[config.mk]
export PLATFORM = sky130hd
export DESIGN_NAME = psum_drain_ctrl
export DESIGN_NICKNAME = d
export VERILOG_FILES = /design/src/rtl/psum_drain_ctrl.sv
export SDC_FILE = /design/constraint.sdc
export NUM_CORES = 1
export LEC_CHECK = 0
export CORE_MARGIN = 8
export CORE_UTILIZATION = 45
export DETAILED_ROUTE_END_ITERATION = 7
export PLACE_DENSITY = 0.86
export SLEW_MARGIN = 20
export SYNTH_ARGS = -nofsm -noshare
export SYNTH_HDL_FRONTEND = slang
export SYNTH_SLANG_ARGS = --single-unit
[constraint.sdc]
create_clock -name clk -period 4 [get_ports clk]
set_clock_uncertainty 0.05 [all_clocks]
set_input_delay 0.6 -clock clk [delete_from_list [all_inputs] [get_ports clk]]
set_output_delay 0.6 -clock clk [all_outputs]
set_load 0.05 [all_outputs]
[src/rtl/psum_drain_ctrl.sv]
// Accumulation window controller and psum shadow-buffer drain for a PE row.
// Define PSUM_DRAIN_SAT8_EN for 8-bit saturating unsigned output words.
module psum_drain_ctrl #(
    parameter int NUM_PE    = 4,
    parameter int PSUM_W    = 16,
    parameter int ACC_LEN_W = 8,
`ifdef PSUM_DRAIN_SAT8_EN
    localparam int OUT_W    = 8
`else
    localparam int OUT_W    = PSUM_W
`endif
) (
    input  logic                     clk,
    input  logic                     rst_n,
    input  logic                     start,
    input  logic [ACC_LEN_W-1:0]     acc_len,
    input  logic [NUM_PE*PSUM_W-1:0] psum_in,
    output logic                     feed_en,
    output logic                     pe_clr,
    output logic                     out_valid,
    input  logic                     out_ready,
    output logic [OUT_W-1:0]         out_data,
    output logic                     out_last,
    output logic                     busy,
    output logic                     done
);

    localparam int IDX_W = (NUM_PE > 1) ? $clog2(NUM_PE) : 1;

    typedef enum logic [1:0] {IDLE, ACCUM, CAPTURE, DRAIN} state_t;

    state_t                state_q, state_d;
    logic [ACC_LEN_W-1:0]  cnt_q, cnt_d;
    logic [IDX_W-1:0]      idx_q, idx_d;
    logic                  done_q, done_d;
    logic [PSUM_W-1:0]     buf_q [NUM_PE];
    logic [PSUM_W-1:0]     buf_d [NUM_PE];
    logic                  cap;
    logic                  last_idx;
    logic [PSUM_W-1:0]     word;

    assign word     = buf_q[idx_q];
    assign last_idx = (idx_q == IDX_W'(NUM_PE - 1));

    always_comb begin
        state_d = state_q;
        cnt_d   = cnt_q;
        idx_d   = idx_q;
        done_d  = 1'b0;
        cap     = 1'b0;
        unique case (state_q)
            IDLE: begin
                if (start) begin
                    cnt_d   = acc_len;
                    idx_d   = '0;
                    state_d = (acc_len != '0) ? ACCUM : CAPTURE;
                end
            end
            ACCUM: begin
                cnt_d = cnt_q - ACC_LEN_W'(1);
                if (cnt_q == ACC_LEN_W'(1)) begin
                    state_d = CAPTURE;
                end
            end
            CAPTURE: begin
                cap     = 1'b1;
                state_d = DRAIN;
            end
            DRAIN: begin
                if (out_ready) begin
                    if (last_idx) begin
                        idx_d   = '0;
                        done_d  = 1'b1;
                        state_d = IDLE;
                    end else begin
                        idx_d = idx_q + IDX_W'(1);
                    end
                end
            end
        endcase
    end

    always_comb begin
        for (int k = 0; k < NUM_PE; k++) begin
            buf_d[k] = cap ? psum_in[k*PSUM_W +: PSUM_W] : buf_q[k];
        end
    end

    always_ff @(posedge clk or negedge rst_n) begin
        if (!rst_n) begin
            state_q <= IDLE;
            cnt_q   <= '0;
            idx_q   <= '0;
            done_q  <= 1'b0;
            for (int k = 0; k < NUM_PE; k++) begin
                buf_q[k] <= '0;
            end
        end else begin
            state_q <= state_d;
            cnt_q   <= cnt_d;
            idx_q   <= idx_d;
            done_q  <= done_d;
            for (int k = 0; k < NUM_PE; k++) begin
                buf_q[k] <= buf_d[k];
            end
        end
    end

    // PEs are held cleared whenever no window or capture is in flight
    assign feed_en   = (state_q == ACCUM);
    assign pe_clr    = (state_q == IDLE) || (state_q == DRAIN);
    assign out_valid = (state_q == DRAIN);
    assign out_last  = (state_q == DRAIN) && last_idx;
    assign busy      = (state_q != IDLE);
    assign done      = done_q;

`ifdef PSUM_DRAIN_SAT8_EN
    always_comb begin
        out_data = '0;
        if (state_q == DRAIN) begin
            out_data = (|word[PSUM_W-1:8]) ? 8'hFF : word[7:0];
        end
    end
`else
    assign out_data = (state_q == DRAIN) ? word : '0;
`endif

endmodule

# Word level (Yosys, flattened, before mapping)
# Cells that the tools add are included.
[word_totals]
wordCells = 51
reg_bits = 77
output_inout_bits = 22
in_bits = 76
[classes]
n_lt_le_gt_ge = 1
n_eq_ne = 9
n_bitwise = 1
addsub = 2
reduce_logical = 10
muxes = 20
[op_table]
columns = ["operator", "n"]
rows = [
  ["two-way mux 16 bit", 3],
  ["binary-select mux 16 bit (select 2 bit)", 1],
  ["two-way mux 2 bit", 8],
  ["case mux 8 bit (2 select lines)", 1],
  ["== test 8 x 1 -> 1 bit (second input constant)", 1],
  ["two-way mux 8 bit", 1],
  ["case mux 2 bit (4 select lines)", 1],
  ["nonzero test 8 bit", 1],
  ["subtractor 8 x 1 -> 8 bit (second input constant)", 1],
  ["== test 2 bit (second input constant)", 3],
  ["!= test 2 x 1 -> 1 bit (second input constant)", 3],
  ["nonzero test 2 bit", 3],
  ["two-way mux 1 bit", 4],
  ["case mux 2 bit (2 select lines)", 1],
  ["AND reduction 4 bit", 1],
  [">= comparator 3 bit (second input constant)", 1],
  ["inverter 2 -> 3 bit", 1],
  ["AND reduction 3 bit", 1],
  ["adder 2 x 1 -> 2 bit (second input constant)", 1],
  ["== test 2 x 1 -> 1 bit (second input constant)", 1],
  ["logical NOT 2 bit", 1],
  ["!= test 2 bit (second input constant)", 1],
  ["AND reduction 2 bit", 1],
  ["logical AND 1 bit", 1],
  ["logical OR 1 bit", 1],
]

# Longest topological paths before layout
# Gate-level depths: netlist of the first run.
[logic_depth]
depth_word = 5
mapped_depth = 7

# Least setup slack after synthesis of the first run
# OpenSTA, ideal clock, no wires.
[synth_timing]
kind = "flip-flop to output port"
start = "reg state_q[1]"
end = "out out_data[10]"
n_path_buf = 2
setup_slack_ps = 1542
arrival_time_ps = 1808
path_stages_with_launch = 5
required_time_ps = 3350
path_cell_list = "dfrtp_1 > ha_1 > clkbuf_1 > clkbuf_1 > and2_1"
[synth_between]
elab_chain_len = 2
[synth_rtl]
columns = ["item", "line", "rtl"]
rows = [
  ["start, declared", "32", "state_t state_q, state_d;"],
  ["start signal, assigned", "99", "state_q <= state_d;"],
  ["== test 2 bit", "-", ""],
  ["named net out_valid", "20", "output logic out_valid,"],
  ["two-way mux 16 bit", "125", "assign out_data = (state_q == DRAIN) ? word : '0;"],
  ["end, declared", "22", "output logic [OUT_W-1:0] out_data,"],
]
# The timed path passes the listed nets, and every way through them passes these cells.

# Worst setup path in the final report of the first run
[layout_timing]
start = "reg idx_q[0]"
end = "out out_data[3]"
[layout_between]
elab_chain_len = 5
[layout_rtl]
columns = ["item", "line", "rtl"]
rows = [
  ["start, declared", "34", "logic [IDX_W-1:0] idx_q, idx_d;"],
  ["start signal, assigned", "101", "idx_q <= idx_d;"],
  ["inverter 2 -> 3 bit (implied by the code)", "42", "assign word = buf_q[idx_q];"],
  ["binary-select mux 16 bit (select 2 bit)", "42", ""],
  ["two-way mux 16 bit (implied by the code) (2 in series)", "42", ""],
  ["two-way mux 16 bit", "125", ""],
]
# Every way passes these cells. The select of a mux whose other input is x is not followed.

==> results of run 1 <==
power by group through the flow:
stage / Clock [W] / Sequential [W] / Combinational (W)
floorplan: 0 / 0.00134 / 0.00139
global placement: 0 / 0.00143 / 0.00173
detailed placement: 0 / 0.00145 / 0.00178
CTS: 0.000734 / 0.00143 / 0.00179
global route: 0.000773 / 0.00149 / 0.00191
finish: 0.000718 / 0.00143 / 0.00177
synth_stat cells (all sizes together):
cell type,number,area share (%)
a21oi,9,1.2
a221o,1,0.27
a31oi,1,0.17
and2,17,2.9
and3,3,0.50
buf,9,1.2
clkbuf,6,0.61
dfrtp,77,52
ha,8,2.7
inv,9,0.91
mux2,66,20
mux2i,5,1.3
mux4,16,9.7
nand2,9,0.91
nand2b,1,0.17
nand3,4,0.54
nand4,2,0.34
nor2,8,0.81
nor2b,1,0.17
nor3,2,0.27
nor3b,1,0.20
nor4,2,0.50
o211ai,1,0.20
o21ai,9,1.2
o221ai,1,0.24
o22ai,6,1.0
per-layer routing:
layer	vias to the layer above	track usage [%]
li1	1189	-
met1	1232	19.2
met2	67	24.2
met3	6	5.28
met4	0	5.13
met5	-	0
registers in the layout (all words and copies together) (netlist names):
register / cells
done: 1
state_q: 2
idx_q: 2
buf_q: 64
cnt_q: 8
cell families after synthesis:
logic type               Yosys count  share of synthesized area (%)
adder cells (fa/ha/maj)            8                           2.69
buffers and inverters             24                           2.76
AO/OA/AOI/OAI                     28                           4.31
multiplexers                      87                           31.1
AND/OR/NAND/NOR                   50                           7.27
flip-flops                        77                           51.8
worst paths after layout:
| path | startpoint | end | slack [ns] | cells after the start |
|---|---|---|---|---|
| max reg2reg | state_q[0] | buf_q[49] | 1.70 | 4 |
| max | idx_q[0] | out_data[3] | 0.69 | 4 |
| min | rst_n | buf_q[6] | 0.37 | 1 |
| max in group asynchronous | rst_n | buf_q[42] | 2.91 | 1 |
| min in group clk | buf_q[16] | buf_q[16] | 0.45 | 1 |
| min reg2reg | buf_q[16] | buf_q[16] | 0.45 | 1 |
area by class of cell:
cell class | count | area share, %
flip-flops and latches | 77 | 38.3
multi-input cells | 173 | 33.6
repair buffers | 100 | 19.9
clock buffers | 10 | 2.73
well taps | 105 | 2.61
clock inverters | 6 | 2.16
inverters | 9 | 0.671
per-stage QoR:
| step | instances | hold slack [ns] | worst slack, ns | total power, W | util [%] |
|---|---|---|---|---|---|
| floorplan | 274 | 0.254 | 1.54 | 0.00274 | - |
| global placement | 464 | 0.434 | 1.01 | 0.00316 | 59.1 |
| detailed placement | 464 | 0.441 | 1.01 | 0.00323 | 59.1 |
| CTS | 480 | 0.389 | 0.637 | 0.00395 | 62.2 |
| global route | 480 | 0.438 | 0.524 | 0.00418 | 62.2 |
| finish | 480 | 0.371 | 0.695 | 0.00391 | 62.2 |
layout by cell type (no fill, tap or decap), drive strengths merged, types with 3 or more instances in the layout:
cell type / instances
clkdlybuf4s50: 96
dfrtp: 77
mux2: 66
and2: 17
mux4: 16
clkbuf: 10
inv: 10
o21ai: 9
a21oi: 9
nand2: 9
nor2: 8
ha: 8
o22ai: 6
mux2i: 5
nand3: 4
buf: 4
and3: 3
bufinv: 3
==> load_flow_metrics.sql, run 1 <==
INSERT INTO impl_metrics (metric_group, metric, value, unit) VALUES
('critical_path', 'critical_path.top_delay_family', 'buffers and inverters', ''),
('floorplan', 'floorplan.die.height', '107', 'um'),
('power_and_ir_drop', 'intPower', '0.00256', 'W'),
('finish', 'postLayoutCellArea', '5030', 'um2'),
('route', 'wirelength_met1', '3680', 'um'),
('clock_network', 'cts_setup_buffers', '0', ''),
('logic_synthesis', 'net_count_after_synthesis', '358', ''),
('critical_path', 'worstPathArrival', '2.66', 'ns'),
('power_and_ir_drop', 'power.sequential.fraction', '36.5', '%'),
('timing', 'slew_headroom', '33.6', '%'),
('critical_path', 'crit_path_end_kind', 'primary output', ''),
('timing', 'hold_viol_final', '0', ''),
('logic_synthesis', 'synth-seq-cells', '77', ''),
('route', 'met3RoutedLength', '529', 'um'),
('clock_network', 'cts-htree-levels', '3', ''),
('global_routing', 'initial_antenna_violation_count', '0', ''),
('power_and_ir_drop', 'clock_power_share', '18.3', '%'),
('clock_network', 'clkLatencyLatePin', '0.33', 'ns'),
('finish', 'layout-drive-gt1-share', '27.7', '%'),
('finish', 'sequential_cell_area', '1930', 'um2'),
('route', 'wl', '8280', 'um'),
('clock_network', 'post_cts_resize_count', '0', ''),
('route', 'route.detailed.vias_per_inst', '5.20', ''),
('power_and_ir_drop', 'power_per_cell_area', '778', 'nW/um2'),
('floorplan', 'design.die.area', '11400', 'um2'),
('power_and_ir_drop', 'ir_worst_vdd', '0.000555', 'V'),
('global_routing', 'gr-total-overflow', '0', ''),
('route', 'detail_route.iter0.violations', '52', ''),
('route', 'top_layer_used', 'met4', ''),
('power_and_ir_drop', 'total_leakage_power', '2.05', 'nW'),
('critical_path', 'critical_path.max_stage_delay', '0.72', 'ns'),
('job', 'drv.max_cap_violation_count', '0', ''),
('floorplan', 'io_pins', '98', ''),
('clock_network', 'cts.clk_slew.worst_paths', '0.09', 'ns'),
('route', 'post-route-drc-count', '0', ''),
('finish', 'diodes', '0', ''),
('finish', 'final.fill_count', '660', ''),
('logic_synthesis', 'syn-cell-area', '3720', 'um2'),
('timing', 'max_clock_freq', '0.303', 'GHz'),
('finish', 'synthToLayoutAreaGrowth', '35.4', '%'),
('critical_path', 'path_class', 'register to primary output', ''),
('clock_network', 'clockBufferDepth', '2', ''),
('logic_synthesis', 'synth.yosys.seq_area_share', '51.8', '%'),
('timing', 'timing.final.crit_share', '82.6', '%'),
('global_routing', 'grt_max_degree', '78', ''),
('route', 'ant_nets', '0', ''),
('timing', 'grt_setup_unrepaired', 'false', ''),
('route', 'met2WireLength', '3990', 'um'),
('clock_network', 'cts_num_sinks', '77', ''),
('logic_synthesis', 'synth.yosys.warnings', '0', ''),
('power_and_ir_drop', 'part_of_the_power_in_combinational_logic', '45.2', '%'),
('global_routing', 'first_global_vias', '2701', ''),
('placement', 'io_buffer_count', '97', ''),
('timing', 'tightest_slew', '0.996', 'ns'),
('floorplan', 'effective_utilization_at_floorplan', '45.9', '%'),
('clock_network', 'post_cts_hold_buffer_count', '0', ''),
('route', 'dr.pass1.iters', '4', ''),
('critical_path', 'worstSetupStartpointType', 'register', ''),
('critical_path', 'required', '3.35', 'ns'),
('global_routing', 'grt_first_pass_wirelength', '13800', 'um'),
('finish', 'multi_input_comb_area', '1690', 'um2'),
('placement', 'detailed_place.area', '4790', 'um2'),
('hold_path', 'worstHoldPathType', 'input port to async pin', ''),
('clock_network', 'cts_inserted_buffers', '9', ''),
('outcome', 'run_status', 'finished clean', ''),
('timing', 'setup_viol', '0', ''),
('timing', 'finalCriticalPeriod', '3.31', 'ns'),
('finish', 'final_net_count', '454', ''),
('floorplan', 'die_x', '107', 'um'),
('floorplan', 'placement_rows', '33', ''),
('clock_network', 'tritoncts', 'built', '');
Power figures use the tool's default switching activity.
==> inputs of run 2 (changes only) <==
==> constraint.sdc (replaced) <==
create_clock -name clk -period 3.2 [get_ports clk]
set_clock_uncertainty 0.05 [all_clocks]
set_input_delay 0.48 -clock clk [delete_from_list [all_inputs] [get_ports clk]]
set_output_delay 0.48 -clock clk [all_outputs]
set_load 0.05 [all_outputs]
==> load_flow_metrics.sql, run 2 (same netlist as run 1, synthesis figures left out) <==
INSERT INTO impl_metrics (metric_group, metric, value, unit) VALUES
('finish', 'final_net_count', '456', ''),
('power_and_ir_drop', 'total_leakage_power', '2.07', 'nW'),
('floorplan', 'io_pins', '98', ''),
('power_and_ir_drop', 'power_per_cell_area', '951', 'nW/um2'),
('placement', 'dp_hpwl', '6120', 'um'),
('route', 'wl', '8450', 'um'),
('clock_network', 'clkLatencyLatePin', '0.34', 'ns'),
('clock_network', 'cts.clk_slew.worst_paths', '0.08', 'ns'),
('timing', 'maxSlewViolCount', '0', ''),
('timing', 'hold_viol_final', '0', ''),
('finish', 'sequential_cell_area', '1930', 'um2'),
('finish', 'final_cell_mix', '79 x clkdlybuf4s50_1, 77 x dfrtp_1, 65 x mux2_2', ''),
('timing', 'setup_tns', '0', 'ns'),
('route', 'dr.pass1.iters', '4', ''),
('clock_network', 'root_buffer', 'clkbuf_8', ''),
('global_routing', 'grt_first_pass_wirelength', '14100', 'um'),
('hold_path', 'worstHoldPathType', 'input port to async pin', ''),
('critical_path', 'crit_path_end_kind', 'primary output', ''),
('global_routing', 'grt_max_degree', '78', ''),
('floorplan', 'die_x', '107', 'um'),
('critical_path', 'crit_fanout', '13', ''),
('finish', 'largest_register', 'buf_q', ''),
('clock_network', 'post_cts_hold_buffer_count', '0', ''),
('clock_network', 'cts-htree-levels', '3', ''),
('placement', 'io_buffer_count', '97', ''),
('finish', 'most_common_library_cell_in_the_layout_ignoring_fill_and_taps', 'clkdlybuf4s50_1', ''),
('critical_path', 'worstSetupStartpointType', 'register', ''),
('finish', 'multi_input_comb_area', '1690', 'um2'),
('timing', 'timing.final.crit_share', '87.3', '%'),
('critical_path', 'timing.critical_path.buf_inv', '2', ''),
('finish', 'diodes', '0', ''),
('placement', 'globalplace.congestion', '0.807', ''),
('clock_network', 'cts_setup_buffers', '0', ''),
('floorplan', 'effective_utilization_at_floorplan', '45.9', '%'),
('timing', 'fin_ws', '0.407', 'ns'),
('critical_path', 'critical_path.max_stage_delay', '0.91', 'ns'),
('route', 'ant_nets', '0', ''),
('global_routing', 'initial_antenna_violation_count', '0', ''),
('critical_path', 'crit_slowest_cell', 'clkdlybuf4s50_1', ''),
('timing', 'tightest_slew', '0.971', 'ns'),
('clock_network', 'cts_inserted_buffers', '9', ''),
('critical_path', 'worstPathArrival', '2.26', 'ns'),
('route', 'via_count', '2519', ''),
('power_and_ir_drop', 'ir_worst_vdd', '0.000770', 'V'),
('finish', 'synthToLayoutAreaGrowth', '33.5', '%'),
('route', 'route.detailed.vias_per_inst', '5.23', ''),
('route', 'wl_per_cell', '17.5', 'um'),
('finish', 'layout-drive-gt1-share', '32.1', '%'),
('floorplan', 'design.die.area', '11400', 'um2'),
('outcome', 'run_status', 'finished clean', ''),
('critical_path', 'path_class', 'register to primary output', ''),
('clock_network', 'post_cts_resize_count', '0', ''),
('timing', 'grt_setup_unrepaired', 'false', ''),
('placement', 'dp_cells', '466', ''),
('clock_network', 'clockBufferDepth', '2', ''),
('timing', 'max_clock_freq', '0.358', 'GHz'),
('critical_path', 'path_cells', 'inv_1, ha_1, clkdlybuf4s50_1', ''),
('floorplan', 'placement_rows', '33', ''),
('finish', 'reg.largest.list', 'buf_q: 64 flops, cnt_q: 8 flops', ''),
('critical_path', 'critical_path.top_delay_family', 'buffers and inverters', ''),
('placement', 'place_ws', '0.799', 'ns'),
('floorplan', 'floorplan_core_area', '8090', 'um2'),
('global_routing', 'first_global_vias', '2820', ''),
('route', 'detail_route.iter0.violations', '49', ''),
('finish', 'max_ffs_per_register', '64', ''),
('critical_path', 'required', '2.67', 'ns'),
('clock_network', 'tritoncts', 'built', ''),
('clock_network', 'cts_num_sinks', '77', ''),
('global_routing', 'grtUsageTotal', '15.6', '%'),
('finish', 'instances_no_fill', '482', ''),
('job', 'drv.max_cap_violation_count', '0', ''),
('timing', 'slew_headroom', '35.2', '%'),
('timing', 'setup_viol', '0', ''),
('route', 'post-route-drc-count', '0', ''),
('finish', 'final.fill_count', '652', ''),
('floorplan', 'floorplan.die.height', '107', 'um'),
('global_routing', 'gr-total-overflow', '0', ''),
('timing', 'finalCriticalPeriod', '2.79', 'ns');
run 2: cell count changes in the layout (fill, tap and decap cells not counted), sizes merged:
| cell | previous run | this run |
|---|---|---|
| clkinvlp | 0 | 1 |
| inv | 10 | 9 |
| clkdlybuf4s50 | 96 | 79 |
| clkbuf | 10 | 12 |
| buf | 4 | 23 |
| bufinv | 3 | 1 |
run 2: power breakdown:
part           total (W)  switching, W  internal, W
Clock           0.000717      0.000337     0.000380
Combinational    0.00225       0.00107      0.00117
Sequential       0.00176      0.000285      0.00147
run 2: worst paths after layout:
path | from | to | slack (ns) | depth (start not counted)
worst min register to register | buf_q[25] | buf_q[25] | 0.45 | 1
worst max-delay path | state_q[1] | feed_en | 0.41 | 3
worst min-delay path | rst_n | buf_q[6] | 0.24 | 1
max in group asynchronous | rst_n | buf_q[51] | 2.23 | 1
worst max register to register | state_q[1] | cnt_q[6] | 1.08 | 6
min in group clk | buf_q[25] | buf_q[25] | 0.45 | 1
run 2: cell type report:
cell class / count / area share [%]
sequential: 77 / 38.8
multi-input combinational: 173 / 34.1
timing repair buffer: 102 / 19.9
clock buffer: 12 / 2.92
tap: 105 / 2.65
clock inverter: 4 / 0.958
inverter: 9 / 0.681
run 2: worst reg2reg max path: cells and delay by family (launching register included):
kind                     cells  cell delay (ns)
adder cells (fa/ha/maj)      1             0.46
AO/OA/AOI/OAI                2             0.25
multiplexers                 1             0.43
flip-flops                   1             0.42
buffers and inverters        1             0.13
AND/OR/NAND/NOR              1             0.23
run 2: routing by layer:
layer  wire length (um)  track usage [%]
met2               4170             25.9
met5                  0                0
met3                495             4.92
met4                 74             5.33
met1               3710             18.8
run 2: through the flow:
stage	total power, W	utilization, %	cell area (um2)	hold WS (ns)
after CTS	0.00477	61.3	4960	0.270
after global placement	0.00393	59.0	4770	0.434
final	0.00472	61.3	4960	0.236
after floorplan	0.00342	-	3720	0.134
after detailed placement	0.00404	59.0	4770	0.440
after global routing	0.00505	61.3	4960	0.317
==> inputs of run 3 (changes only) <==
--- a/config.mk
+++ b/config.mk
@@ -5,10 +5,12 @@
 export SDC_FILE = /design/constraint.sdc
 export NUM_CORES = 1
 export LEC_CHECK = 0
+export ABC_AREA = 1
 export CORE_MARGIN = 8
 export CORE_UTILIZATION = 45
 export DETAILED_ROUTE_END_ITERATION = 7
 export PLACE_DENSITY = 0.86
+export SETUP_SLACK_MARGIN = 0.2
 export SLEW_MARGIN = 20
 export SYNTH_ARGS = -nofsm -noshare
 export SYNTH_HDL_FRONTEND = slang
==> constraint.sdc (replaced) <==
create_clock -name clk -period 3 [get_ports clk]
set_clock_uncertainty 0.05 [all_clocks]
set_input_delay 0.45 -clock clk [delete_from_list [all_inputs] [get_ports clk]]
set_output_delay 0.45 -clock clk [all_outputs]
set_load 0.05 [all_outputs]
==> load_flow_metrics.sql, run 3 <==
INSERT INTO impl_metrics (metric_group, metric, value, unit) VALUES
('outcome', 'run_status', 'finished clean', ''),
('logic_synthesis', 'synth.distinct_cells', '19', ''),
('power_and_ir_drop', 'total_leakage_power', '2.26', 'nW'),
('floorplan', 'die_x', '108', 'um'),
('clock_network', 'root_buffer', 'clkbuf_8', ''),
('logic_synthesis', 'net_count_after_synthesis', '513', ''),
('critical_path', 'worstPathArrival', '2.04', 'ns'),
('global_routing', 'gr-total-overflow', '0', ''),
('clock_network', 'clkLatencyLatePin', '0.33', 'ns'),
('logic_synthesis', 'synth-async-reset-ratio', '100', '%'),
('job', 'drv.max_cap_violation_count', '0', ''),
('finish', 'most_common_library_cell_in_the_layout_ignoring_fill_and_taps', 'clkdlybuf4s50_1', ''),
('timing', 'tightest_slew', '0.949', 'ns'),
('critical_path', 'required', '2.50', 'ns'),
('logic_synthesis', 'synth.yosys.warnings', '0', ''),
('route', 'wl', '9800', 'um'),
('hold_path', 'worstHoldPathType', 'input port to async pin', ''),
('floorplan', 'design.die.area', '11600', 'um2'),
('timing', 'finalCriticalPeriod', '2.54', 'ns'),
('critical_path', 'timing.rr.end', 'buf_q[44]', ''),
('route', 'route.detailed.vias_per_inst', '5.17', ''),
('floorplan', 'floorplan.die.height', '108', 'um'),
('clock_network', 'cts-htree-levels', '3', ''),
('logic_synthesis', 'most_numerous_cell_in_the_yosys_netlist', 'dfrtp_1', ''),
('route', 'detail_route.iter0.violations', '174', ''),
('critical_path', 'rr_worst_depth', '5', ''),
('placement', 'io_buffer_count', '97', ''),
('critical_path', 'worstSetupStartpointType', 'register', ''),
('finish', 'utilization', '63.2', '%'),
('finish', 'instances_no_fill', '629', ''),
('finish', 'synthToLayoutAreaGrowth', '36.5', '%'),
('critical_path', 'last_element_of_the_critical_path', 'pe_clr', ''),
('power_and_ir_drop', 'ir_worst_vdd', '0.000654', 'V'),
('logic_synthesis', 'syn_area_per_cell', '8.82', 'um2'),
('timing', 'final.hold.worst_slack', '0.209', 'ns'),
('global_routing', 'initial_antenna_violation_count', '0', ''),
('timing', 'grt_setup_unrepaired', 'false', ''),
('route', 'ant_nets', '0', ''),
('power_and_ir_drop', 'power_per_cell_area', '943', 'nW/um2'),
('logic_synthesis', 'yosys-top-cells-count', '77 x dfrtp_1, 72 x nand2_1, 61 x o21ai_0', ''),
('logic_synthesis', 'syn-cell-area', '3780', 'um2'),
('placement', 'dp_cells', '613', ''),
('route', 'dr.pass1.iters', '7', ''),
('critical_path', 'crit_path_end_kind', 'primary output', ''),
('route', 'wl_per_cell', '15.6', 'um'),
('floorplan', 'placement_rows', '33', ''),
('floorplan', 'floorplan_core_area', '8180', 'um2'),
('timing', 'setup_tns', '0', 'ns'),
('logic_synthesis', 'synth_edf_count', '0', ''),
('clock_network', 'cts_num_sinks', '77', ''),
('logic_synthesis', 'most_used_flip_flop_cell_after_synthesis', 'dfrtp_1', ''),
('floorplan', 'effective_utilization_at_floorplan', '46.3', '%'),
('timing', 'maxSlewViolCount', '0', ''),
('clock_network', 'clockBufferDepth', '2', ''),
('finish', 'diodes', '0', ''),
('finish', 'max_ffs_per_register', '64', ''),
('placement', 'dp_hpwl', '7200', 'um'),
('clock_network', 'cts_inserted_buffers', '9', ''),
('logic_synthesis', 'synth-seq-cells', '77', ''),
('timing', 'max_clock_freq', '0.394', 'GHz'),
('finish', 'final_net_count', '603', ''),
('global_routing', 'grt_max_degree', '83', ''),
('timing', 'setup_viol', '0', ''),
('timing', 'timing.final.crit_share', '84.7', '%'),
('clock_network', 'cts.clk_slew.worst_paths', '0.08', 'ns'),
('route', 'via_count', '3251', ''),
('finish', 'final_cell_mix', '79 x clkdlybuf4s50_1, 76 x dfrtp_1, 72 x nand2_1', ''),
('logic_synthesis', 'synth_cells', '429', ''),
('critical_path', 'r2r_slack', '1.06', 'ns'),
('critical_path', 'path_class', 'register to primary output', ''),
('clock_network', 'tritoncts', 'built', ''),
('finish', 'layout-drive-gt1-share', '14.7', '%'),
('finish', 'largest_register', 'buf_q', ''),
('logic_synthesis', 'synth.yosys.seq_area_share', '50.9', '%'),
('timing', 'slew_headroom', '36.8', '%'),
('logic_synthesis', 'synth.top_cells.by_area', 'dfrtp_1 51%, mux2_2 9.5%, o21ai_0 8.1%, nand2_1 7.1%, a21oi_1 6.9%', ''),
('route', 'post-route-drc-count', '0', ''),
('finish', 'reg.largest.list', 'buf_q: 64 flops, cnt_q: 8 flops', ''),
('logic_synthesis', 'synth_top_cell_by_area', 'dfrtp_1', ''),
('global_routing', 'grt_first_pass_wirelength', '16300', 'um'),
('global_routing', 'first_global_vias', '3265', ''),
('global_routing', 'grtUsageTotal', '17.6', '%'),
('critical_path', 'reg2reg_from', 'state_q[0]', ''),
('logic_synthesis', 'synthDominantCellAreaShare', '50.9', '%'),
('placement', 'globalplace.congestion', '0.825', ''),
('critical_path', 'crit_fanout', '4', ''),
('timing', 'hold_viol_final', '0', ''),
('floorplan', 'io_pins', '98', ''),
('critical_path', 'critPathLaunch', 'state_q[1]', ''),
('clock_network', 'post_cts_hold_buffer_count', '0', '');
==> run 3: worst max-delay path, cell delays in order (launching register included) <==
cell and delay [ns]:
dfrtp_1 0.44, inv_1 0.10, ha_1 0.30, inv_1 0.06, clkdlybuf4s50_1 0.80
==> run 3: final cells by class <==
| cell class | instances | area (um2) |
|---|---|---|
| Fill cell | 666 | 3010 |
| Sequential cell | 77 | 1930 |
| Multi-Input combinational cell | 277 | 1560 |
| Timing Repair Buffer | 101 | 1160 |
| Inverter | 53 | 199 |
| Tap cell | 105 | 131 |
| Clock buffer | 10 | 128 |
| Clock inverter | 6 | 61.3 |
==> run 3: how the worst min path moves through the flow <==
stage / from / end / slack (ns) / depth (start not counted)
floorplan: rst_n / buf_q[0] / 0.10 / 0
global placement: cnt_q[7] / cnt_q[7] / 0.43 / 2
detailed placement: buf_q[0] / buf_q[0] / 0.44 / 1
CTS: rst_n / cnt_q[3] / 0.25 / 1
global route: rst_n / buf_q[11] / 0.28 / 1
finish: rst_n / buf_q[11] / 0.21 / 1
==> run 3: timing repair <==
item / 4_1_cts / 5_1_grt
setup buffers: 0 / 0
endpoints found under the setup margin: 0 / 3
resized for setup: 0 / 1
==> run 3: per-layer routing <==
metal / share of wire [%] / global-route usage, %
met5: 0 / 0
met4: 1.1 / 5.05
met3: 5.8 / 3.89
met2: 48 / 27.9
met1: 45 / 23.4
==> run 3: cells by family after synthesis <==
group	after synthesis	synth area share (%)
DFF	77	50.9
buffers and inverters	75	8.10
xor gates and xnor gates	3	0.695
and+or+nand+nor	105	10.9
AOI/OAI and AO/OA	129	17.2
adders and majority gates	8	2.65
muxes	32	9.52
==> run 3: report_power, final <==
part / switching, W / internal (W)
clock network: 0.000375 / 0.000383
logic: 0.00133 / 0.000948
registers: 0.000278 / 0.00155
==> run 3: through the flow <==
stage | cell area, um2 | power (W) | setup slack (ns)
final | 5170 | 0.00487 | 0.459
after global routing | 5170 | 0.00526 | 0.337
after CTS | 5160 | 0.00490 | 0.364
after detailed placement | 4980 | 0.00413 | 0.764
after global placement | 4980 | 0.00402 | 0.799
after floorplan | 3780 | 0.00334 | 0.429
